## config.mk

```make
export PLATFORM = sky130hd
export DESIGN_NAME = ddr3_dm_lane_tx_seq_flat
export DESIGN_NICKNAME = d
export VERILOG_FILES = /design/src/rtl/ddr3_dm_lane_tx_seq_if.sv /design/src/rtl/ddr3_dm_lane_tx_seq.sv /design/src/flat_wrapper.sv
export SDC_FILE = /design/constraint.sdc
export NUM_CORES = 1
export LEC_CHECK = 0
export CAP_MARGIN = 20
export CORE_ASPECT_RATIO = 1.5
export CORE_MARGIN = 4
export CORE_UTILIZATION = 56
export DETAILED_ROUTE_END_ITERATION = 8
export PLACE_DENSITY_LB_ADDON = 0.08
export SLEW_MARGIN = 20
export SYNTH_ARGS = -nofsm -noshare
export SYNTH_HDL_FRONTEND = slang
export SYNTH_SLANG_ARGS = --single-unit
```

## constraint.sdc

```tcl
create_clock -name FAB_CLK -period 7.3 [get_ports FAB_CLK]
set_clock_uncertainty 0.15 [all_clocks]
set_input_delay 1.095 -clock FAB_CLK [delete_from_list [all_inputs] [get_ports FAB_CLK]]
set_output_delay 1.095 -clock FAB_CLK [all_outputs]
set_load 0.02 [all_outputs]
```

## src/rtl/ddr3_dm_lane_tx_seq_if.sv

```systemverilog
// Signal bundle between fabric/IOD side and the DDR3 DM lane transmit sequencer.
// master = fabric + IOD model driving requests, slave = the sequencer itself.
interface ddr3_dm_lane_tx_seq_if;
    logic       WR_VALID;
    logic       WR_READY;
    logic [7:0] WR_MASK;
    logic [7:0] TX_DATA_0;
    logic [3:0] OE_DATA_0;
    logic       DLY_REQ;
    logic       DLY_DIR;
    logic [6:0] DLY_STEPS;
    logic       DLY_LOAD_REQ;
    logic       DELAY_LINE_MOVE_0;
    logic       DELAY_LINE_DIRECTION_0;
    logic       DELAY_LINE_LOAD_0;
    logic       DELAY_LINE_OUT_OF_RANGE_0;
    logic       DLY_BUSY;
    logic       DLY_ERR;
    logic [6:0] DLY_TAP;

    modport master (
        output WR_VALID, WR_MASK, DLY_REQ, DLY_DIR, DLY_STEPS, DLY_LOAD_REQ,
               DELAY_LINE_OUT_OF_RANGE_0,
        input  WR_READY, TX_DATA_0, OE_DATA_0, DELAY_LINE_MOVE_0,
               DELAY_LINE_DIRECTION_0, DELAY_LINE_LOAD_0, DLY_BUSY, DLY_ERR, DLY_TAP
    );

    modport slave (
        input  WR_VALID, WR_MASK, DLY_REQ, DLY_DIR, DLY_STEPS, DLY_LOAD_REQ,
               DELAY_LINE_OUT_OF_RANGE_0,
        output WR_READY, TX_DATA_0, OE_DATA_0, DELAY_LINE_MOVE_0,
               DELAY_LINE_DIRECTION_0, DELAY_LINE_LOAD_0, DLY_BUSY, DLY_ERR, DLY_TAP
    );
endinterface

```

## src/rtl/ddr3_dm_lane_tx_seq.sv

```systemverilog
// DDR3 DM lane transmit sequencer: BL8 mask bursts with OE framing plus a paced delay-line stepper.
// Build option DDR3_DM_IDLE_DRIVE_EN keeps OE asserted (pad parked low) in IDLE and reset.
//
// state    | meaning
// W_IDLE   | no burst, OE at idle level
// W_PRE    | OE preamble, data 0x00
// W_BURST  | latched mask on TX_DATA_0
// W_POST   | OE postamble, data 0x00, new burst may join seamlessly
// D_IDLE   | delay line quiet, accepts load / step requests
// D_LOAD   | one-cycle LOAD pulse, shadow tap reset
// D_SETUP  | direction settles before the first MOVE
// D_MOVE   | one-cycle MOVE pulse
// D_GAP    | spacing between MOVEs, range flag watched
module ddr3_dm_lane_tx_seq #(
    parameter int OE_PRE   = 1,
    parameter int OE_POST  = 1,
    parameter int DLY_INIT = 1,
    parameter int DLY_MAX  = 127,
    parameter int DLY_GAP  = 3
) (
    input  logic FAB_CLK,
    input  logic ARST_N,
    ddr3_dm_lane_tx_seq_if.slave bus
);

`ifdef DDR3_DM_IDLE_DRIVE_EN
    localparam logic [3:0] IDLE_OE = 4'hF;
`else
    localparam logic [3:0] IDLE_OE = 4'h0;
`endif

    localparam logic [1:0] PRE_LD  = (OE_PRE  > 0) ? 2'(OE_PRE  - 1) : 2'd0;
    localparam logic [1:0] POST_LD = (OE_POST > 0) ? 2'(OE_POST - 1) : 2'd0;
    localparam int GW = (DLY_GAP > 1) ? $clog2(DLY_GAP + 1) : 1;
    localparam logic [GW-1:0] GAP_LD = GW'(DLY_GAP - 1);

    typedef enum logic [1:0] {W_IDLE, W_PRE, W_BURST, W_POST} wr_state_t;
    typedef enum logic [2:0] {D_IDLE, D_LOAD, D_SETUP, D_MOVE, D_GAP} dly_state_t;

    wr_state_t  wr_state;
    logic [7:0] mask_q;
    logic [7:0] tx_q;
    logic [3:0] oe_q;
    logic [1:0] frame_cnt;
    logic       accept;

    dly_state_t d_state;
    logic [6:0] steps_q;
    logic [6:0] tap_q;
    logic [GW-1:0] gap_cnt;
    logic       dir_q;
    logic       move_q;
    logic       load_q;
    logic       busy_q;
    logic       err_q;
    logic       step_ok;

    assign bus.WR_READY = (wr_state != W_PRE);
    assign accept       = bus.WR_VALID & bus.WR_READY;

    always_ff @(posedge FAB_CLK or negedge ARST_N) begin
        if (!ARST_N) begin
            wr_state  <= W_IDLE;
            mask_q    <= 8'h00;
            tx_q      <= 8'h00;
            oe_q      <= IDLE_OE;
            frame_cnt <= 2'd0;
        end else begin
            case (wr_state)
                W_IDLE: begin
                    if (accept) begin
                        mask_q <= bus.WR_MASK;
                        oe_q   <= 4'hF;
                        if (OE_PRE > 0) begin
                            wr_state  <= W_PRE;
                            frame_cnt <= PRE_LD;
                            tx_q      <= 8'h00;
                        end else begin
                            wr_state <= W_BURST;
                            tx_q     <= bus.WR_MASK;
                        end
                    end
                end
                W_PRE: begin
                    if (frame_cnt == 2'd0) begin
                        wr_state <= W_BURST;
                        tx_q     <= mask_q;
                    end else begin
                        frame_cnt <= frame_cnt - 2'd1;
                    end
                end
                W_BURST: begin
                    if (accept) begin
                        mask_q <= bus.WR_MASK;
                        tx_q   <= bus.WR_MASK;
                    end else if (OE_POST > 0) begin
                        wr_state  <= W_POST;
                        frame_cnt <= POST_LD;
                        tx_q      <= 8'h00;
                    end else begin
                        wr_state <= W_IDLE;
                        tx_q     <= 8'h00;
                        oe_q     <= IDLE_OE;
                    end
                end
                W_POST: begin
                    // A request arriving in the postamble rides the still-open OE window.
                    if (accept) begin
                        wr_state <= W_BURST;
                        mask_q   <= bus.WR_MASK;
                        tx_q     <= bus.WR_MASK;
                    end else if (frame_cnt == 2'd0) begin
                        wr_state <= W_IDLE;
                        oe_q     <= IDLE_OE;
                    end else begin
                        frame_cnt <= frame_cnt - 2'd1;
                    end
                end
                default: wr_state <= W_IDLE;
            endcase
        end
    end

    assign bus.TX_DATA_0 = tx_q;
    assign bus.OE_DATA_0 = oe_q;

    // Refuse a step that would push the shadow tap past either end.
    assign step_ok = dir_q ? (tap_q < 7'(DLY_MAX)) : (tap_q != 7'd0);

    always_ff @(posedge FAB_CLK or negedge ARST_N) begin
        if (!ARST_N) begin
            d_state <= D_IDLE;
            steps_q <= 7'd0;
            tap_q   <= 7'(DLY_INIT);
            gap_cnt <= '0;
            dir_q   <= 1'b0;
            move_q  <= 1'b0;
            load_q  <= 1'b0;
            busy_q  <= 1'b0;
            err_q   <= 1'b0;
        end else begin
            case (d_state)
                D_IDLE: begin
                    if (bus.DLY_LOAD_REQ) begin
                        d_state <= D_LOAD;
                        load_q  <= 1'b1;
                        tap_q   <= 7'(DLY_INIT);
                        err_q   <= 1'b0;
                    end else if (bus.DLY_REQ) begin
                        d_state <= D_SETUP;
                        dir_q   <= bus.DLY_DIR;
                        steps_q <= bus.DLY_STEPS;
                        err_q   <= 1'b0;
                        busy_q  <= 1'b1;
                    end
                end
                D_LOAD: begin
                    load_q  <= 1'b0;
                    d_state <= D_IDLE;
                end
                D_SETUP, D_GAP: begin
                    if (d_state == D_GAP && bus.DELAY_LINE_OUT_OF_RANGE_0) begin
                        err_q   <= 1'b1;
                        busy_q  <= 1'b0;
                        d_state <= D_IDLE;
                    end else if (d_state == D_GAP && gap_cnt != '0) begin
                        gap_cnt <= gap_cnt - 1'b1;
                    end else if (steps_q == 7'd0) begin
                        busy_q  <= 1'b0;
                        d_state <= D_IDLE;
                    end else if (!step_ok) begin
                        err_q   <= 1'b1;
                        busy_q  <= 1'b0;
                        d_state <= D_IDLE;
                    end else begin
                        move_q  <= 1'b1;
                        tap_q   <= dir_q ? tap_q + 7'd1 : tap_q - 7'd1;
                        steps_q <= steps_q - 7'd1;
                        d_state <= D_MOVE;
                    end
                end
                D_MOVE: begin
                    move_q  <= 1'b0;
                    gap_cnt <= GAP_LD;
                    d_state <= D_GAP;
                end
                default: d_state <= D_IDLE;
            endcase
        end
    end

    assign bus.DELAY_LINE_MOVE_0      = move_q;
    assign bus.DELAY_LINE_DIRECTION_0 = dir_q;
    assign bus.DELAY_LINE_LOAD_0      = load_q;
    assign bus.DLY_BUSY               = busy_q;
    assign bus.DLY_ERR                = err_q;
    assign bus.DLY_TAP                = tap_q;

endmodule

```

## src/flat_wrapper.sv

```systemverilog
// flat-port wrapper written by rule: the top's interface ports become plain ports
module ddr3_dm_lane_tx_seq_flat 
#(
    parameter int OE_PRE   = 1,
    parameter int OE_POST  = 1,
    parameter int DLY_INIT = 1,
    parameter int DLY_MAX  = 127,
    parameter int DLY_GAP  = 3
)
  (FAB_CLK, ARST_N, bus_WR_VALID, bus_WR_MASK, bus_DLY_REQ, bus_DLY_DIR, bus_DLY_STEPS, bus_DLY_LOAD_REQ, bus_DELAY_LINE_OUT_OF_RANGE_0, bus_WR_READY, bus_TX_DATA_0, bus_OE_DATA_0, bus_DELAY_LINE_MOVE_0, bus_DELAY_LINE_DIRECTION_0, bus_DELAY_LINE_LOAD_0, bus_DLY_BUSY, bus_DLY_ERR, bus_DLY_TAP);
  ddr3_dm_lane_tx_seq_if bus_i ();
  input  logic FAB_CLK;
  input  logic ARST_N;
  input wire logic [$bits(bus_i.WR_VALID)-1:0] bus_WR_VALID;
  input wire logic [$bits(bus_i.WR_MASK)-1:0] bus_WR_MASK;
  input wire logic [$bits(bus_i.DLY_REQ)-1:0] bus_DLY_REQ;
  input wire logic [$bits(bus_i.DLY_DIR)-1:0] bus_DLY_DIR;
  input wire logic [$bits(bus_i.DLY_STEPS)-1:0] bus_DLY_STEPS;
  input wire logic [$bits(bus_i.DLY_LOAD_REQ)-1:0] bus_DLY_LOAD_REQ;
  input wire logic [$bits(bus_i.DELAY_LINE_OUT_OF_RANGE_0)-1:0] bus_DELAY_LINE_OUT_OF_RANGE_0;
  output wire logic [$bits(bus_i.WR_READY)-1:0] bus_WR_READY;
  output wire logic [$bits(bus_i.TX_DATA_0)-1:0] bus_TX_DATA_0;
  output wire logic [$bits(bus_i.OE_DATA_0)-1:0] bus_OE_DATA_0;
  output wire logic [$bits(bus_i.DELAY_LINE_MOVE_0)-1:0] bus_DELAY_LINE_MOVE_0;
  output wire logic [$bits(bus_i.DELAY_LINE_DIRECTION_0)-1:0] bus_DELAY_LINE_DIRECTION_0;
  output wire logic [$bits(bus_i.DELAY_LINE_LOAD_0)-1:0] bus_DELAY_LINE_LOAD_0;
  output wire logic [$bits(bus_i.DLY_BUSY)-1:0] bus_DLY_BUSY;
  output wire logic [$bits(bus_i.DLY_ERR)-1:0] bus_DLY_ERR;
  output wire logic [$bits(bus_i.DLY_TAP)-1:0] bus_DLY_TAP;
  assign bus_i.WR_VALID = bus_WR_VALID;
  assign bus_i.WR_MASK = bus_WR_MASK;
  assign bus_i.DLY_REQ = bus_DLY_REQ;
  assign bus_i.DLY_DIR = bus_DLY_DIR;
  assign bus_i.DLY_STEPS = bus_DLY_STEPS;
  assign bus_i.DLY_LOAD_REQ = bus_DLY_LOAD_REQ;
  assign bus_i.DELAY_LINE_OUT_OF_RANGE_0 = bus_DELAY_LINE_OUT_OF_RANGE_0;
  assign bus_WR_READY = bus_i.WR_READY;
  assign bus_TX_DATA_0 = bus_i.TX_DATA_0;
  assign bus_OE_DATA_0 = bus_i.OE_DATA_0;
  assign bus_DELAY_LINE_MOVE_0 = bus_i.DELAY_LINE_MOVE_0;
  assign bus_DELAY_LINE_DIRECTION_0 = bus_i.DELAY_LINE_DIRECTION_0;
  assign bus_DELAY_LINE_LOAD_0 = bus_i.DELAY_LINE_LOAD_0;
  assign bus_DLY_BUSY = bus_i.DLY_BUSY;
  assign bus_DLY_ERR = bus_i.DLY_ERR;
  assign bus_DLY_TAP = bus_i.DLY_TAP;
  ddr3_dm_lane_tx_seq #(.OE_PRE(OE_PRE), .OE_POST(OE_POST), .DLY_INIT(DLY_INIT), .DLY_MAX(DLY_MAX), .DLY_GAP(DLY_GAP)) u_core (.FAB_CLK(FAB_CLK), .ARST_N(ARST_N), .bus(bus_i));
endmodule
```

# [After elaboration in Yosys (flattened, before gate mapping)]
# Cells that the tools add are included.
[totals] reg_bits=48 output_inout_bits=25
[op_classes] n_addsub=5 magnitude_cmp=1 eq_ne=28 muxes=66 bitwise=2 reduce_logical=28
[ops] cell="$mux 7" n=12
[ops] cell="$mux 8" n=4
[ops] cell="$pmux 8 s4" n=1
[ops] cell="$pmux 7 s2" n=2
[ops] cell="$mux 2" n=12
[ops] cell="$mux 1" n=18
[ops] cell="$ne 2x2->1 const B" n=8
[ops] cell="$pmux 2 s4" n=2
[ops] cell="$mux 3" n=5
[ops] cell="$reduce_and 5->1" n=3
[ops] cell="$ne 2x1->1 const B" n=7
[ops] cell="$sub 7x1->7 const B" n=2
[ops] cell="$mux 4" n=3
[ops] cell="$reduce_and 3->1" n=4
[ops] cell="$reduce_bool 2->1" n=5
[ops] cell="$pmux 3 s3" n=1
[ops] cell="$pmux 1 s2" n=4
[ops] cell="$pmux 4 s2" n=1
[ops] cell="$reduce_and 4->1" n=2
[ops] cell="$add 7x1->7 const B" n=1
[ops] cell="$logic_not 7->1" n=1
[ops] cell="$lt 7x7->1 const B" n=1
[ops] cell="$reduce_and 7->1" n=1
[ops] cell="$reduce_bool 7->1" n=1
[ops] cell="20 further kinds" n=29

# [Longest topological paths before layout]
# Gate-level depths: netlist of run 1.
[depth] ltp_word=7 ltp_mapped=8 depth_no_buf=8

# [Least setup slack after synthesis of run 1]
# Ideal clock, no wire load.
[synth_timing] path_kind="register -> register" startpoint="reg u_core.tap_q[0], in the netlist u_core.bus.DLY_TAP[0]" endpoint="reg u_core.tap_q[6], in the netlist u_core.bus.DLY_TAP[6]" t_arrival_ns=2.254 t_required_ns=7.081 path_slack_ns=4.827 path_stages_with_launch=9 n_path_buf=0 period_less_slack_ns=2.473 cell_sequence="dfstp_2 inv_1 fa_1 nand2b_1 a21oi_1 mux2i_1 nand3_1 or4_1 nand3_1"
[synth_via] elab_chain_len=7 elab_cells_between_ends=13 cone_classes="2 x add/sub; 1 x order compare; 1 x eq/ne; 7 x mux; 2 x reduce/logical"
[synth_rtl] element="start, declared" line_no="ddr3_dm_lane_tx_seq.sv:49" rtl="logic [6:0] tap_q;"
[synth_rtl] element="start signal, assigned" line_no="ddr3_dm_lane_tx_seq.sv:134" rtl="tap_q <= 7'(DLY_INIT);"
[synth_rtl] element="start signal, assigned" line_no="ddr3_dm_lane_tx_seq.sv:147" rtl="tap_q <= 7'(DLY_INIT);"
[synth_rtl] element="start signal, assigned" line_no="ddr3_dm_lane_tx_seq.sv:177" rtl="tap_q <= dir_q ? tap_q + 7'd1 : tap_q - 7'd1;"
[synth_rtl] element="$sub 7x1->7 or $add 7x1->7 (tied branches)" line_no="ddr3_dm_lane_tx_seq.sv:177"
[synth_rtl] element="$mux 7" line_no="ddr3_dm_lane_tx_seq.sv:177"
[synth_rtl] element="$mux 7" line_no="ddr3_dm_lane_tx_seq.sv:171" rtl="end else if (!step_ok) begin"
[synth_rtl] element="$mux 7" line_no="ddr3_dm_lane_tx_seq.sv:168" rtl="end else if (steps_q == 7'd0) begin"
[synth_rtl] element="$mux 7" line_no="ddr3_dm_lane_tx_seq.sv:166" rtl="end else if (d_state == D_GAP && gap_cnt != '0) begin"
[synth_rtl] element="$mux 7" line_no="ddr3_dm_lane_tx_seq.sv:162" rtl="if (d_state == D_GAP && bus.DELAY_LINE_OUT_OF_RANGE_0) begin"
[synth_rtl] element="$pmux 7 s2" line_no="ddr3_dm_lane_tx_seq.sv:142" rtl="case (d_state)"
# Several ways; a longest one is shown, not always the timed one. The select of a mux whose other input is x is not followed.
# A chain may end at the register's enable or synchronous reset.

# [Worst setup path in the final report of run 1]
[layout_timing] startpoint="reg u_core.wr_state[1]" endpoint="out bus_WR_READY"
[layout_via] elab_chain_len=1
[layout_rtl] element="start, declared" line_no="ddr3_dm_lane_tx_seq.sv:40" rtl="wr_state_t wr_state;"
[layout_rtl] element="start signal, assigned" line_no="ddr3_dm_lane_tx_seq.sv:63" rtl="wr_state <= W_IDLE;"
[layout_rtl] element="start signal, assigned" line_no="ddr3_dm_lane_tx_seq.sv:75" rtl="wr_state <= W_PRE;"
[layout_rtl] element="start signal, assigned" line_no="ddr3_dm_lane_tx_seq.sv:79" rtl="wr_state <= W_BURST;"
[layout_rtl] element="$ne 2x1->1" line_no="ddr3_dm_lane_tx_seq.sv:58" rtl="assign bus.WR_READY = (wr_state != W_PRE);"
[layout_rtl] element="end, declared" line_no="flat_wrapper.sv:21" rtl="output wire logic [$bits(bus_i.WR_READY)-1:0] bus_WR_READY;"
# No other way between the ends.

==> metrics.md, run 1 <==
| Metric | Value |
|---|---|
| Max_slew headroom | `55.25%` |
| Initial antenna violation count | `0` |
| Maximum vdd ir drop | `256.7 uV` |
| Storage element area | `1127 sq um` |
| GR Overflow Total | `0` |
| Aggregate global-route resource usage | `20.72%` |
| DP HPWL | `4034 um` |
| Ys async rst share | `100.0%` |
| Worst Path Max Fanout | `11` |
| Pleak | `1.322 nW` |
| Area leader, netlist | `dfrtp_1` |
| Final nets | `335` |
| Warnings from Yosys | `0` |
| Root Driver | `clkbuf_8` |
| Skew-Pair Late Insertion Delay | `300 ps` |
| Max frequency | `352.8 MHz` |
| Total Neg Setup Slack | `0 ps` |
| Final min period | `2834 ps` |
| Core ar. | `4318 sq um` |
| CTS clk-pin slew, worst paths | `90 ps` |
| # clock sinks | `45` |
| First-pass GRT wire length | `9715 um` |
| FF+latch count, synth | `45` |
| Maxcap violations | `0` |
| Adder-Cell Fraction of Synth Area | `5.196%` |
| Tcrit/Tclk final | `38.82%` |
| Cell Rows | `29` |
| Leading register cell type out of synthesis | `dfrtp_1` |
| Detailed Route Iter0 Violations | `148` |
| CTS hold repair buffers | `0` |
| Final setup viols | `0` |
| Mapped Nets | `295` |
| Largest family of logic cells by synthesized area | `compound AO/OA/AOI/OAI gates` |
| Die width | `63.13 um` |
| Post-synth top cells | `dfrtp_1 (44), a21oi_1 (23), inv_1 (22)` |
| Share of the synthesized area in the top cell type | `43.14%` |
| Routed Antenna Nets | `0` |
| Status | `finished clean` |
| Met3 routed WL | `195 um` |
| Post-synthesis simple-gate area fraction | `16.08%` |
| Footprint of the multi-input gates | `1261 sq um` |
| Overall Power | `1.357 mW` |
| Setup crit end kind | `primary output` |
| Top post-synthesis cells by area | `dfrtp_1 (43%), mux2_2 (5.7%), a21oi_1 (4.5%)` |
| EDFF count, synth | `0` |
| Largest net degree at the start of global routing | `46` |
| DR vias | `2097` |
| Sequential share of the synthesized area | `44.17%` |
| Yosys cell types | `53` |
| Critical path class | `register to primary output` |
| CTS buffer count | `5` |
| DR pass1 iterations | `5` |
| Type of origin of the critical path | `register` |
| Top Metal Used | `met4` |
| Initial Util | `59.11%` |
| Wl on met1 | `2228 um` |
| Worst Max-Slew Pin Slew | `671.2 ps` |
| Port Buffer Count | `46` |
| HP Class | `register to register` |
| RePlAce Congestion | `0.8350` |
| Post-synthesis compound-gate area fraction | `18.43%` |
| Mapped Cells | `263` |
| Slew Viols, Final | `0` |
| Postcts setup bufs | `0` |
| Final hold viol count | `0` |
| Synthesized area | `2552 sq um` |
| Area delta synth->final | `20.69%` |
| Power Density | `440.7 nW/um^2` |
| Unrepaired setup endpoints after global routing | `no` |
| Met2 routed WL | `2900 um` |
| Die Span Y | `90.69 um` |
| Max H-tree Level | `2` |
| DRC | `0` |
| PostCTS Resize Cnt | `0` |
| Die ar. | `5724 sq um` |
| Diodes inserted | `0` |
| Mux contribution to synthesized area | `6.961%` |
| Critical Path AT | `1590 ps` |
| Via/cell ratio | `5.991` |
| Fillers | `359` |
| Most instantiated library cell after synthesis | `dfrtp_1` |
| Mapped Avg Cell Area | `9.705 sq um` |
| Max clock buf depth | `2` |
| XOR/XNOR share of the synthesized area | `2.745%` |
| Post-DR wirelength/cell | `15.57 um` |
| Final WL | `5448 um` |
| Ports | `47` |
| Worst EP required | `6050 ps` |
| TritonCTS clock tree | `built` |
| Layout cells sized above 1 | `10.53%` |
| Vias in the first global route | `2175` |
==> registers in the layout, indices dropped and copies added, names as in the netlist, 2 cells and up <==
signal	flops
u_core.mask_q	8
u_core.wr_state	2
u_core.gap_cnt	2
u_core.d_state	3
u_core.frame_cnt	2
u_core.steps_q	7
u_core.bus.DLY_TAP	7
u_core.bus.TX_DATA_0	8
==> path summary, 6_finish.rpt <==
path / from / end / slack (ps) / cells after the start
worst min register to register: u_core.mask_q[6] / u_core.bus.TX_DATA_0[6] / 340 / 2
min in group asynchronous: ARST_N / u_core.frame_cnt[0] / 630 / 1
worst min-delay path: u_core.mask_q[6] / u_core.bus.TX_DATA_0[6] / 340 / 2
worst max-delay path: u_core.wr_state[1] / bus_WR_READY / 4470 / 2
worst max register to register: u_core.bus.DLY_TAP[0] / u_core.bus.DLY_TAP[6] / 4660 / 8
max in group asynchronous: ARST_N / u_core.bus.DLY_TAP[0] / 5990 / 1
==> cell families (layout without fill, tap and decap cells) <==
logic type / after synthesis / in the layout
XOR/XNOR: 8 / 8
adder cells (fa/ha/maj): 10 / 10
AND/OR/NAND/NOR: 80 / 80
buffers and inverters: 35 / 76
multiplexers: 16 / 16
AO/OA/AOI/OAI: 69 / 69
flip-flops: 45 / 45
==> through the flow <==
stage                     hold slack (ps)  worst slack, ps  std cells  utilization, %  area, sq um
final                               339.3             4466        350           71.34         3080
after floorplan                     300.4             4827        263               -         2552
after detailed placement            317.4             4176        342           69.11         2984
after global routing                373.9             4351        350           71.34         3080
after global placement              307.4             4214        342           69.11         2984
after CTS                           338.8             4464        350           71.28         3078
==> cell usage in the layout (no fill, tap or decap), types with 2 or more instances in the layout <==
cell	synthesis	final
clkdlybuf4s50_1	0	45
dfrtp_1	44	44
a21oi_1	23	23
inv_1	22	22
nor2_1	19	19
nand2_1	18	18
o21ai_0	15	15
mux2_2	13	13
nor3_1	13	13
ha_1	9	9
a222oi_1	8	8
nand2b_1	6	6
xnor2_1	5	5
nor4_1	5	5
clkbuf_8	1	5
nand3_1	4	4
a22o_1	3	3
xor2_1	3	3
nor2b_1	2	2
nand4_1	2	2
a21o_1	2	2
o221ai_1	2	2
mux2i_1	2	2
a31oi_1	2	2
a211oi_1	2	2
==> critical path, cell delays in order (launching register included) <==
cell and delay [ps]:
dfrtp_1 520, nand2b_1 170, clkdlybuf4s50_1 610
==> per-layer routing <==
metal | up-vias | track usage (%)
met5 | - | 0
met4 | 0 | 8.471
met3 | 10 | 4.483
met2 | 39 | 37.00
met1 | 1020 | 23.42
li1 | 1028 | -
==> report_power, final <==
group	total, mW	internal, mW	switching, mW
clock network	0.160	0.0691	0.0905
logic	0.726	0.343	0.383
registers	0.472	0.354	0.117
total	1.36	0.766	0.591
==> layout make-up <==
cell class / count / share of cell area [%]
flip-flops and latches: 45 / 36.60
inverters: 22 / 2.681
well taps: 46 / 1.868
repair buffers: 46 / 14.87
clock buffers: 5 / 2.234
clock inverters: 3 / 0.8123
multi-input cells: 183 / 40.94
Note: power is estimated with default switching activity, not from simulation.
==> run 2: changes to the inputs <==
- CORE_UTILIZATION: 56 -> 47
- clock period: 7.3 -> 2.31 ns (I/O delays scaled with it)
==> run 2 against run 1 <==
Against the previous run:
- wire length grew 6.2%
- via count grew 1.9%
- clock power grew to 3.2 times the previous value
- critical endpoint is now u_core.bus.DLY_TAP[6]
- largest power group unchanged
==> metrics.md, run 2 (synthesis results as in run 1) <==
| Metric | Value |
|---|---|
| Maximum vdd ir drop | `841.0 uV (+230%)` |
| Die width | `68.17 um (+8.0%)` |
| Met3 Use GR | `3.682% (-0.80 points)` |
| R2R Setup Slk | `30 ps (-4630 ps)` |
| Critical path's largest stage delay | `540 ps (-70 ps)` |
| Busiest grt layer | `met2` |
| Total Neg Setup Slack | `0 ps (unchanged)` |
| RePlAce Congestion | `0.8043 (-3.7%)` |
| Post-DR wirelength/cell | `14.68 um (-5.7%)` |
| DR vias | `2137 (+1.9%)` |
| Post-route setup slack | `29.83 ps (-4436 ps)` |
| Initial Util | `49.04% (-10 points)` |
| Max frequency | `438.6 MHz` |
| Routed Antenna Nets | `0 (unchanged)` |
| HP Start | `u_core.bus.TX_DATA_0[1]` |
| DP HPWL | `4441 um (+10%)` |
| Tcrit/Tclk final | `98.71%` |
| Setup crit end kind | `register` |
| Power Density | `1374 nW/um^2 (+210%)` |
| Slew Viols, Final | `0 (unchanged)` |
| Cell Rows | `32 (+10%)` |
| Crit-path slowest cell | `dfstp_2` |
| Max H-tree Level | `2 (unchanged)` |
| Die Span Y | `98.26 um (+8.3%)` |
| R2R Path End | `u_core.bus.DLY_TAP[6]` |
| Fillers | `442 (+23%)` |
| Critical Path AT | `2370 ps (+780 ps)` |
| Footprint of the multi-input gates | `1301 sq um (+3.2%)` |
| Final hold viol count | `0 (unchanged)` |
| Worst slack at placement | `-20.63 ps (-4197 ps)` |
| Commonest non-fill, non-tap cell in the layout | `clkdlybuf4s50_1` |
| Buf+Inv Stages, Crit Path | `1 (unchanged)` |
| Via/cell ratio | `5.424 (-9.5%)` |
| Die ar. | `6698 sq um (+17%)` |
| DR pass1 iterations | `5 (unchanged)` |
| Core ar. | `5205 sq um (+21%)` |
| HP Class | `register to register` |
| Maxcap violations | `0 (unchanged)` |
| Root Driver | `clkbuf_8` |
| Final setup viols | `0 (unchanged)` |
| Final nets | `357 (+6.6%)` |
| Crit-path leading delay family | `simple AND/OR/NAND/NOR gates` |
| Reg-to-Reg Start | `u_core.bus.DLY_TAP[0]` |
| Status | `finished clean` |
| CTS clk-pin slew, worst paths | `100 ps (about the same)` |
| WHS Path Cells | `2 (unchanged)` |
| Worst Max-Slew Pin Slew | `702.4 ps (+31.17 ps)` |
| GR Overflow Total | `0 (unchanged)` |
| CTS buffer count | `5 (unchanged)` |
| Pleak | `1.434 nW (+8.4%)` |
| Hold slack | `349.9 ps (+10.69 ps)` |
| Grt met1 use | `21.37% (-2.1 points)` |
| Most frequent cells in the layout | `clkdlybuf4s50_1 (45), dfrtp_1 (43), inv_1 (21), a21oi_1 (21), buf_4 (21)` |
| # clock sinks | `45 (unchanged)` |
| Worst hold endpoint | `u_core.bus.TX_DATA_0[1]` |
| Ports | `47 (unchanged)` |
| Initial antenna violation count | `0 (unchanged)` |
| Final min period | `2280 ps` |
| Final WL | `5784 um (+6.2%)` |
| Area delta synth->final | `29.85%` |
| Skew-Pair Late Insertion Delay | `310 ps (about the same)` |
| DRC | `0 (unchanged)` |
| Largest net degree at the start of global routing | `21 (-54%)` |
| Unrepaired setup endpoints after global routing | `yes` |
| Max_slew headroom | `53.17% (-2.1 points)` |
| Postcts setup bufs | `0 (unchanged)` |
| Vias in the first global route | `2136 (-1.8%)` |
| Most frequent CP cell | `nand3_1` |
| Diodes inserted | `0 (unchanged)` |
| Port Buffer Count | `46 (unchanged)` |
| GRT met2 Usage | `32.24% (-4.8 points)` |
| Detailed Route Iter0 Violations | `128 (-14%)` |
| First-pass GRT wire length | `9701 um (-0.14%)` |
| Aggregate global-route resource usage | `18.41% (-2.3 points)` |
| TritonCTS clock tree | `built` |
| R2R cell count | `8 (unchanged)` |
| DP Cell Count | `385 (+13%)` |
| Max clock buf depth | `2 (unchanged)` |
| Crit path cell chain | `inv_2, fa_2, nand2b_4, a21oi_4, mux2i_1, nand3_1, or4_1, nand3_1` |
| Critical path class | `register to register` |
| Storage element area | `1129 sq um (+0.11%)` |
| Fin util | `63.68% (-7.7 points)` |
| Final Non-Filler Cells | `394 (+13%)` |
| Type of origin of the critical path | `register` |
| Worst EP required | `2400 ps (-3650 ps)` |
| Layout cells sized above 1 | `18.40% (+7.9 points)` |
| Worst Path Max Fanout | `3 (-8)` |
==> run 2: area by class of cell <==
type,count,share of cell area [%]
tap,68,2.567
timing repair buffer,68,18.80
clock inverter,3,0.7550
inverter,22,2.492
clock buffer,5,2.076
multi-input combinational,183,39.26
sequential,45,34.05
==> run 2: layer usage <==
layer | up-vias | part of all wire, %
li1 | 1074 | -
met1 | 1015 | 41
met2 | 37 | 53
met3 | 11 | 3.8
met4 | 0 | 2.3
met5 | - | 0
==> run 2: power breakdown <==
part	internal, mW	total [mW]	switching (mW)
logic	1.27	2.56	1.30
clock network	0.219	0.517	0.299
registers	1.12	1.47	0.351
==> run 2: worst max-delay path by stage <==
stage                                             start               endpoint  slack, ps  cells after the start
final                             u_core.bus.DLY_TAP[0]  u_core.bus.DLY_TAP[6]         30                      8
after global routing              u_core.bus.DLY_TAP[0]  u_core.bus.DLY_TAP[6]       -110                      8
after CTS                         u_core.bus.DLY_TAP[0]  u_core.bus.DLY_TAP[6]          8                      8
after detailed placement  bus_DELAY_LINE_OUT_OF_RANGE_0      u_core.steps_q[3]        -20                      7
after global placement    bus_DELAY_LINE_OUT_OF_RANGE_0      u_core.steps_q[3]         -8                      7
after floorplan                   u_core.bus.DLY_TAP[0]  u_core.bus.DLY_TAP[6]        -30                      8
==> run 2: what timing repair did <==
action | in CTS | in global routing
hold endpoints to repair | 18 | 0
hold buffers | 1 | 0
endpoints found under the setup margin | 0 | 11
gates resized for setup | 0 | 6
==> run 2: per-stage QoR <==
step                      total power [mW]  cell area, sq um
final                                4.554              3314
after global routing                 4.948              3314
after CTS                            4.539              3287
after detailed placement             4.015              3183
after global placement               3.955              3183
after floorplan                      3.167              2566
==> run 2: worst register-to-register path, stage by stage, from the launching register on <==
cell and delay, ps:
dfstp_2 540, inv_2 50, fa_2 380, nand2b_4 170, a21oi_4 160, mux2i_1 190, nand3_1 100, or4_1 400
nand3_1 90
==> run 3: changes to the inputs <==
- CTS_CLUSTER_SIZE: unset -> 12
==> results of run 3 <==
No change in the layout: final DEF, timing and power equal those of run 2.
